## config.mk

```make
export PLATFORM = sky130hd
export DESIGN_NAME = div32by16_seq
export DESIGN_NICKNAME = d
export VERILOG_FILES = /design/src/rtl/div32by16_seq.sv
export SDC_FILE = /design/constraint.sdc
export NUM_CORES = 1
export LEC_CHECK = 0
export CORE_ASPECT_RATIO = 0.6
export CORE_MARGIN = 1.5
export CORE_UTILIZATION = 30
export CTS_CLUSTER_SIZE = 10
export DETAILED_ROUTE_END_ITERATION = 10
export PLACE_DENSITY = 0.52
export SLEW_MARGIN = 20
export SYNTH_ARGS = -nofsm -noshare
export SYNTH_HDL_FRONTEND = slang
export SYNTH_SLANG_ARGS = --single-unit
export TNS_END_PERCENT = 50
```

## constraint.sdc

```tcl
create_clock -name clk -period 3.4 [get_ports clk]
set_input_delay 0.68 -clock clk [delete_from_list [all_inputs] [get_ports clk]]
set_output_delay 0.68 -clock clk [all_outputs]
set_load 0.005 [all_outputs]
```

## src/rtl/div32by16_seq.sv

```systemverilog
// Sequential restoring divider: 32-bit unsigned dividend / 16-bit unsigned divisor,
// one quotient bit per clock, with a start/busy/done handshake.
module div32by16_seq (
  input  logic        clk,
  input  logic        rst_n,
  input  logic        start,
  input  logic [31:0] dividend,
  input  logic [15:0] divisor,
  output logic        busy,
  output logic        done,
  output logic [31:0] quotient,
  output logic [15:0] remainder,
  output logic        div_by_zero
);

  typedef enum logic [1:0] {StIdle, StRun, StFin} state_t;

  state_t      state_q, state_d;
  logic [16:0] p_q, p_d;
  logic [31:0] q_q, q_d;
  logic [15:0] dvsr_q, dvsr_d;
  logic [4:0]  cnt_q, cnt_d;
  logic        dz_q, dz_d;
  logic        busy_q, busy_d;
  logic        done_q, done_d;
  logic [31:0] quot_q, quot_d;
  logic [15:0] rem_q, rem_d;
  logic        dbz_q, dbz_d;

  logic [16:0] p_shift;
  logic [16:0] p_sub;

  always_comb begin
    state_d = state_q;
    p_d     = p_q;
    q_d     = q_q;
    dvsr_d  = dvsr_q;
    cnt_d   = cnt_q;
    dz_d    = dz_q;
    busy_d  = busy_q;
    done_d  = 1'b0;
    quot_d  = quot_q;
    rem_d   = rem_q;
    dbz_d   = dbz_q;

    // 17-bit partial remainder keeps the shifted-in bit from overflowing the compare
    p_shift = {p_q[15:0], q_q[31]};
    p_sub   = p_shift - {1'b0, dvsr_q};

    unique case (state_q)
      StIdle: begin
        if (start) begin
          dvsr_d  = divisor;
          q_d     = dividend;
          p_d     = 17'd0;
          cnt_d   = 5'd0;
          busy_d  = 1'b1;
          dz_d    = (divisor == 16'd0);
          state_d = (divisor == 16'd0) ? StFin : StRun;
        end
      end
      StRun: begin
        if (p_shift >= {1'b0, dvsr_q}) begin
          p_d = p_sub;
          q_d = {q_q[30:0], 1'b1};
        end else begin
          p_d = p_shift;
          q_d = {q_q[30:0], 1'b0};
        end
        cnt_d = cnt_q + 5'd1;
        if (cnt_q == 5'd31) begin
          state_d = StFin;
        end
      end
      StFin: begin
        done_d  = 1'b1;
        busy_d  = 1'b0;
        state_d = StIdle;
        if (dz_q) begin
          // Q still holds the untouched dividend on the divide-by-zero path
          quot_d = 32'hFFFF_FFFF;
          rem_d  = q_q[15:0];
          dbz_d  = 1'b1;
        end else begin
          quot_d = q_q;
          rem_d  = p_q[15:0];
          dbz_d  = 1'b0;
        end
      end
      default: state_d = StIdle;
    endcase
  end

  always_ff @(posedge clk or negedge rst_n) begin
    if (!rst_n) begin
      state_q <= StIdle;
      p_q     <= 17'd0;
      q_q     <= 32'd0;
      dvsr_q  <= 16'd0;
      cnt_q   <= 5'd0;
      dz_q    <= 1'b0;
      busy_q  <= 1'b0;
      done_q  <= 1'b0;
      quot_q  <= 32'd0;
      rem_q   <= 16'd0;
      dbz_q   <= 1'b0;
    end else begin
      state_q <= state_d;
      p_q     <= p_d;
      q_q     <= q_d;
      dvsr_q  <= dvsr_d;
      cnt_q   <= cnt_d;
      dz_q    <= dz_d;
      busy_q  <= busy_d;
      done_q  <= done_d;
      quot_q  <= quot_d;
      rem_q   <= rem_d;
      dbz_q   <= dbz_d;
    end
  end

  assign busy        = busy_q;
  assign done        = done_q;
  assign quotient    = quot_q;
  assign remainder   = rem_q;
  assign div_by_zero = dbz_q;

endmodule

```

Word level (Yosys, flattened, before mapping)
Index checks and enable logic that the tools add are counted.
W data, S select, Z words.
- flip-flop bits (word level): 123
- bits of input ports: 51
- output and inout bits: 51
- logic and storage cells: 45
- add/subtract/negate cells: 2
- magnitude comparators: 1
- equality and inequality tests: 5
- multiplexer cells: 18
- reductions and logical operators: 8
- operators by type and width (kind ; count):
    $mux W32 ; 2
    $pmux W32 S2 ; 1
    $mux W16 ; 3
    $pmux W16 S2 ; 1
    $ge A17 B16 Y1 ; 1
    $logic_not A16 Y1 ; 1
    $sub A16 B16 Y16 ; 1
    $pmux W5 S2 ; 1
    $reduce_and A2 Y1 ; 4
    $mux W2 ; 3
    $add A5 B1 Y5 const B ; 1
    $eq A5 B5 Y1 const B ; 1
    $mux W5 ; 1
    $mux W1 ; 4
    $ne A2 B2 Y1 const B ; 2
    $pmux W2 S2 ; 1
    $reduce_bool A2 Y1 ; 2
    $eq A2 B1 Y1 const B ; 1
    $eq A2 B2 Y1 const B ; 1
    $logic_not A2 Y1 ; 1
    $pmux W1 S2 ; 1

Longest topological paths before layout
- depth after elaboration: 4
- gate-level depth with buffers: 11

Worst setup path before layout
Ideal clock, no wire load.
- path type: reg-to-reg
- start point: register p_q[11]
- end point: register p_q[5]
- setup time: 0.126 ns
- data arrival time: 2.286 ns
- setup slack: 0.988 ns
- cell stages (with the launch flop): 10
- buffers on the path: 2
- cells stage by stage: dfrtp_1 > ha_1 > a21oi_2 > o21ai_1 > a2111o_1 > o21bai_1 > o221a_1 > buf_6 > buf_8 > a221o_1
- longest elaborated chain between the ends: 3
- ends and longest elaborated chain (what ; line ; RTL):
    from (decl) ; 19 ; logic [16:0] p_q, p_d;
    from (signal assigned) ; 109 ; p_q <= p_d;
    $ge A17 B16 Y1 ; 63 ; if (p_shift >= {1'b0, dvsr_q}) begin
    $mux W16 ; 63 ;
    $pmux W16 S2 ; 50 ; unique case (state_q)
No other way between the ends.
A chain may end at the register's enable or synchronous reset.

Worst setup path after layout
- start point: register p_q[0]
- end point: register p_q[2]
- longest elaborated chain between the ends: 3
- elaborated cells on any way between the ends: 4
- classes of those cells: add/sub: 1; order compare: 1; mux: 2
- ends and longest elaborated chain (what ; line):
    $sub A16 B16 Y16 / $ge A17 B16 Y1 (equally long branches) ; 48, 63
    $mux W16 * ; 63
    $pmux W16 S2 * ; 50
Mark *: on every way between the ends. The rest lies on a longest branch, timed or not.

==> flow_summary.json <==
{
  "final_area_mm2": 0.00810,
  "core_mm2": 0.0201,
  "worstReg2RegStart": "p_q[0]",
  "cp-end-kind": "register",
  "slew_viol_final": 0,
  "die_w_um": 188,
  "setup_tns_ns": 0,
  "cts_tree": "yes",
  "h-tree-depth": 4,
  "routed_wl_um": 18000,
  "path_cells": "ha_1 -> nor2b_1 -> o2111ai_1 -> nand3b_1 -> a21o_1 -> o221a_1 -> buf_4 -> mux2i_1 -> o21ai_0",
  "die_h_um": 114,
  "finalSetupViolCount": 0,
  "antenna_found_initial": 1,
  "critical_path_arrival_ns": 3.13,
  "status": "complete, no violations",
  "cp-start-kind": "register",
  "cap_violations": 0,
  "power_leakage_nw": 3.55,
  "ys.flop_type": "dfrtp_1",
  "synth_top_area_share": 0.499,
  "holdCritPathClass": "input port to async pin",
  "synthTopCellsByArea": "dfrtp_1, o21ai_0, nand2_1",
  "post_cts_buffers": 0,
  "grt_pass1_vias": 4909,
  "finalClockSkew_ns": 0.0153,
  "crit_fanout": 12,
  "yosysTopAreaCell": "dfrtp_1",
  "area_delta_synth_final_pct": 31.3,
  "post_synth_inst_count": 667,
  "ys_types": 44,
  "dp_hpwl_um": 12900,
  "dpl_cell_area_mm2": 0.00750,
  "cts.sinks": 123,
  "grt_pass1_wl_um": 28400,
  "cts_resized": 0,
  "r2r_end": "p_q[2]",
  "cts_buffers": 17,
  "max_stage_delay_ns": 0.58,
  "fin_crit_sh": 0.844,
  "wl_per_cell_um": 17.2,
  "whs_ns": 0.377,
  "yosysSeqAreaShare": 0.499,
  "final_nets": 830,
  "row_count": 40,
  "drc": 0,
  "crit_path_top_delay_cell": "o221a_1",
  "critPathKind": "register to register",
  "grt_max_degree": 61,
  "io_buffer_count": 101,
  "firstDrtPassIters": 5,
  "r2r_slack_ns": 0.53,
  "clock_latency_ns": 0.41,
  "path_buf_inv": 1,
  "finalHoldViolCount": 0,
  "clockBufferDepth": 2,
  "synth-edff-count": 0,
  "fmax_mhz": 349,
  "p_per_area_mw_per_mm2": 1040,
  "cts_root_buf": "clkbuf_16",
  "cp_top_family": "compound AO/OA/AOI/OAI gates",
  "syn-num-nets": 737,
  "ctsHoldBuffers": 0,
  "dieArea_mm2": 0.0215,
  "first_iter_violations": 330,
  "drive_above_1_share": 0.0750,
  "cp.required_ns": 3.66,
  "slew_headroom": 0.417,
  "worst_slew_pin_slew_ns": 0.875,
  "gp_congestion": 0.818,
  "synthArstFlopShare": 1.00,
  "r2r.worst_path.cells": 9,
  "dr_total_vias": 5187,
  "ys.warnings.count": 0,
  "period_minus_slack_ns": 2.87,
  "max-vdd-ir-drop_mv": 0.398,
  "syn_area_per_cell_um2": 9.24,
  "synth-seq-cells": 123,
  "via_per_inst": 4.95,
  "syn_area_mm2": 0.00617,
  "antenna_left": 0,
  "rsz0062_at_grt": "false",
  "grt_overflow_total": 0,
  "path_clk_slew_ns": 0.06,
  "start_util": 0.307,
  "design.portCount": 102,
  "grtUsageTotal": 0.171
}
cell families (layout without fill, tap and decap cells):
family,Yosys count,after routing,synth area share
AOI/OAI and AO/OA,223,223,0.214
xor gates and xnor gates,13,13,0.0185
adders and majority gates,19,19,0.0398
buffers and inverters,65,171,0.0426
DFF,123,123,0.499
muxes,26,26,0.0424
other,0,1,0
and+or+nand+nor,198,198,0.144
worst max-delay path by stage:
stage                          from  endpoint  depth (start not counted)
after global routing         p_q[0]   p_q[10]                          8
after CTS                 dvsr_q[1]    p_q[2]                         10
after floorplan             p_q[11]    p_q[5]                          9
after global placement       p_q[9]    p_q[0]                          9
after detailed placement     p_q[9]    p_q[0]                          9
final                        p_q[0]    p_q[2]                          9
worst register-to-register path: stages, from the launching register on:
cell and delay, ns:
dfrtp_1 0.41, ha_1 0.31, nor2b_1 0.19, o2111ai_1 0.18, nand3b_1 0.21, a21o_1 0.21, o221a_1 0.58, buf_4 0.29
mux2i_1 0.23, o21ai_0 0.11
per-stage QoR:
stage | cells | setup slack (ns) | util | power (mW)
after CTS | 1046 | 0.602 | 0.403 | 8.46
after global placement | 1014 | 0.688 | 0.374 | 6.52
after floorplan | 667 | 0.988 | - | 5.01
after detailed placement | 1014 | 0.626 | 0.374 | 6.57
final | 1047 | 0.531 | 0.403 | 8.42
after global routing | 1046 | 0.365 | 0.403 | 9.08
registers in the layout, indices dropped and copies added (netlist names):
| register | cells |
|---|---|
| busy | 1 |
| cnt_q | 5 |
| div_by_zero | 1 |
| done | 1 |
| dvsr_q | 16 |
| dz_q | 1 |
| p_q | 16 |
| q_q | 32 |
| quotient | 32 |
| remainder | 16 |
| state_q | 2 |
power breakdown:
part	internal (mW)	switching, mW	leakage [nW]
clock	1.16	0.696	0.294
sequential	2.13	0.672	1.57
combinational	1.79	1.97	1.68
total	5.08	3.33	3.55
synthesized netlist by cell type, types with 2 or more instances:
cell,count
a221o_1,2
dfrtp_1,123
a211oi_1,4
nor2b_1,36
o21ai_1,2
nor2_1,44
a21o_1,8
inv_1,19
o21a_1,4
xnor2_1,7
ha_1,18
a22o_1,4
mux2i_1,25
o21ai_0,112
o21bai_1,2
a21oi_1,41
o221ai_1,5
nor3_1,2
clkbuf_1,44
nand2b_1,3
nor4_1,4
xor2_1,6
nand4_1,2
nand3b_1,2
and3_1,2
nand3_1,3
a22oi_1,30
nand2_1,97
cell usage in the layout, fill, tap and decap left out, drive strengths merged, types with 21 or more instances in the layout:
cell,count
o21ai,114
mux2i,25
dfrtp,123
clkdlybuf4s50,100
a21oi,42
nor2b,36
inv,21
nand2,97
a22oi,30
nor2,44
per-layer routing:
layer | vias up | global-route usage | part of all wire
met5 | - | 0 | 0.00072
met4 | 2 | 0.0416 | 0.0066
met3 | 15 | 0.0368 | 0.045
met2 | 133 | 0.232 | 0.40
met1 | 2515 | 0.270 | 0.55
li1 | 2522 | - | -
layout make-up:
cell class,instances,area (um^2)
clock buffer,18,429
antenna,1,2.50
timing repair buffer,120,1160
fill,1966,12000
inverter,19,71.3
tap,273,342
multi-input combinational,479,2840
clock inverter,14,170
sequential,123,3080
Power figures use the tool's default switching activity.
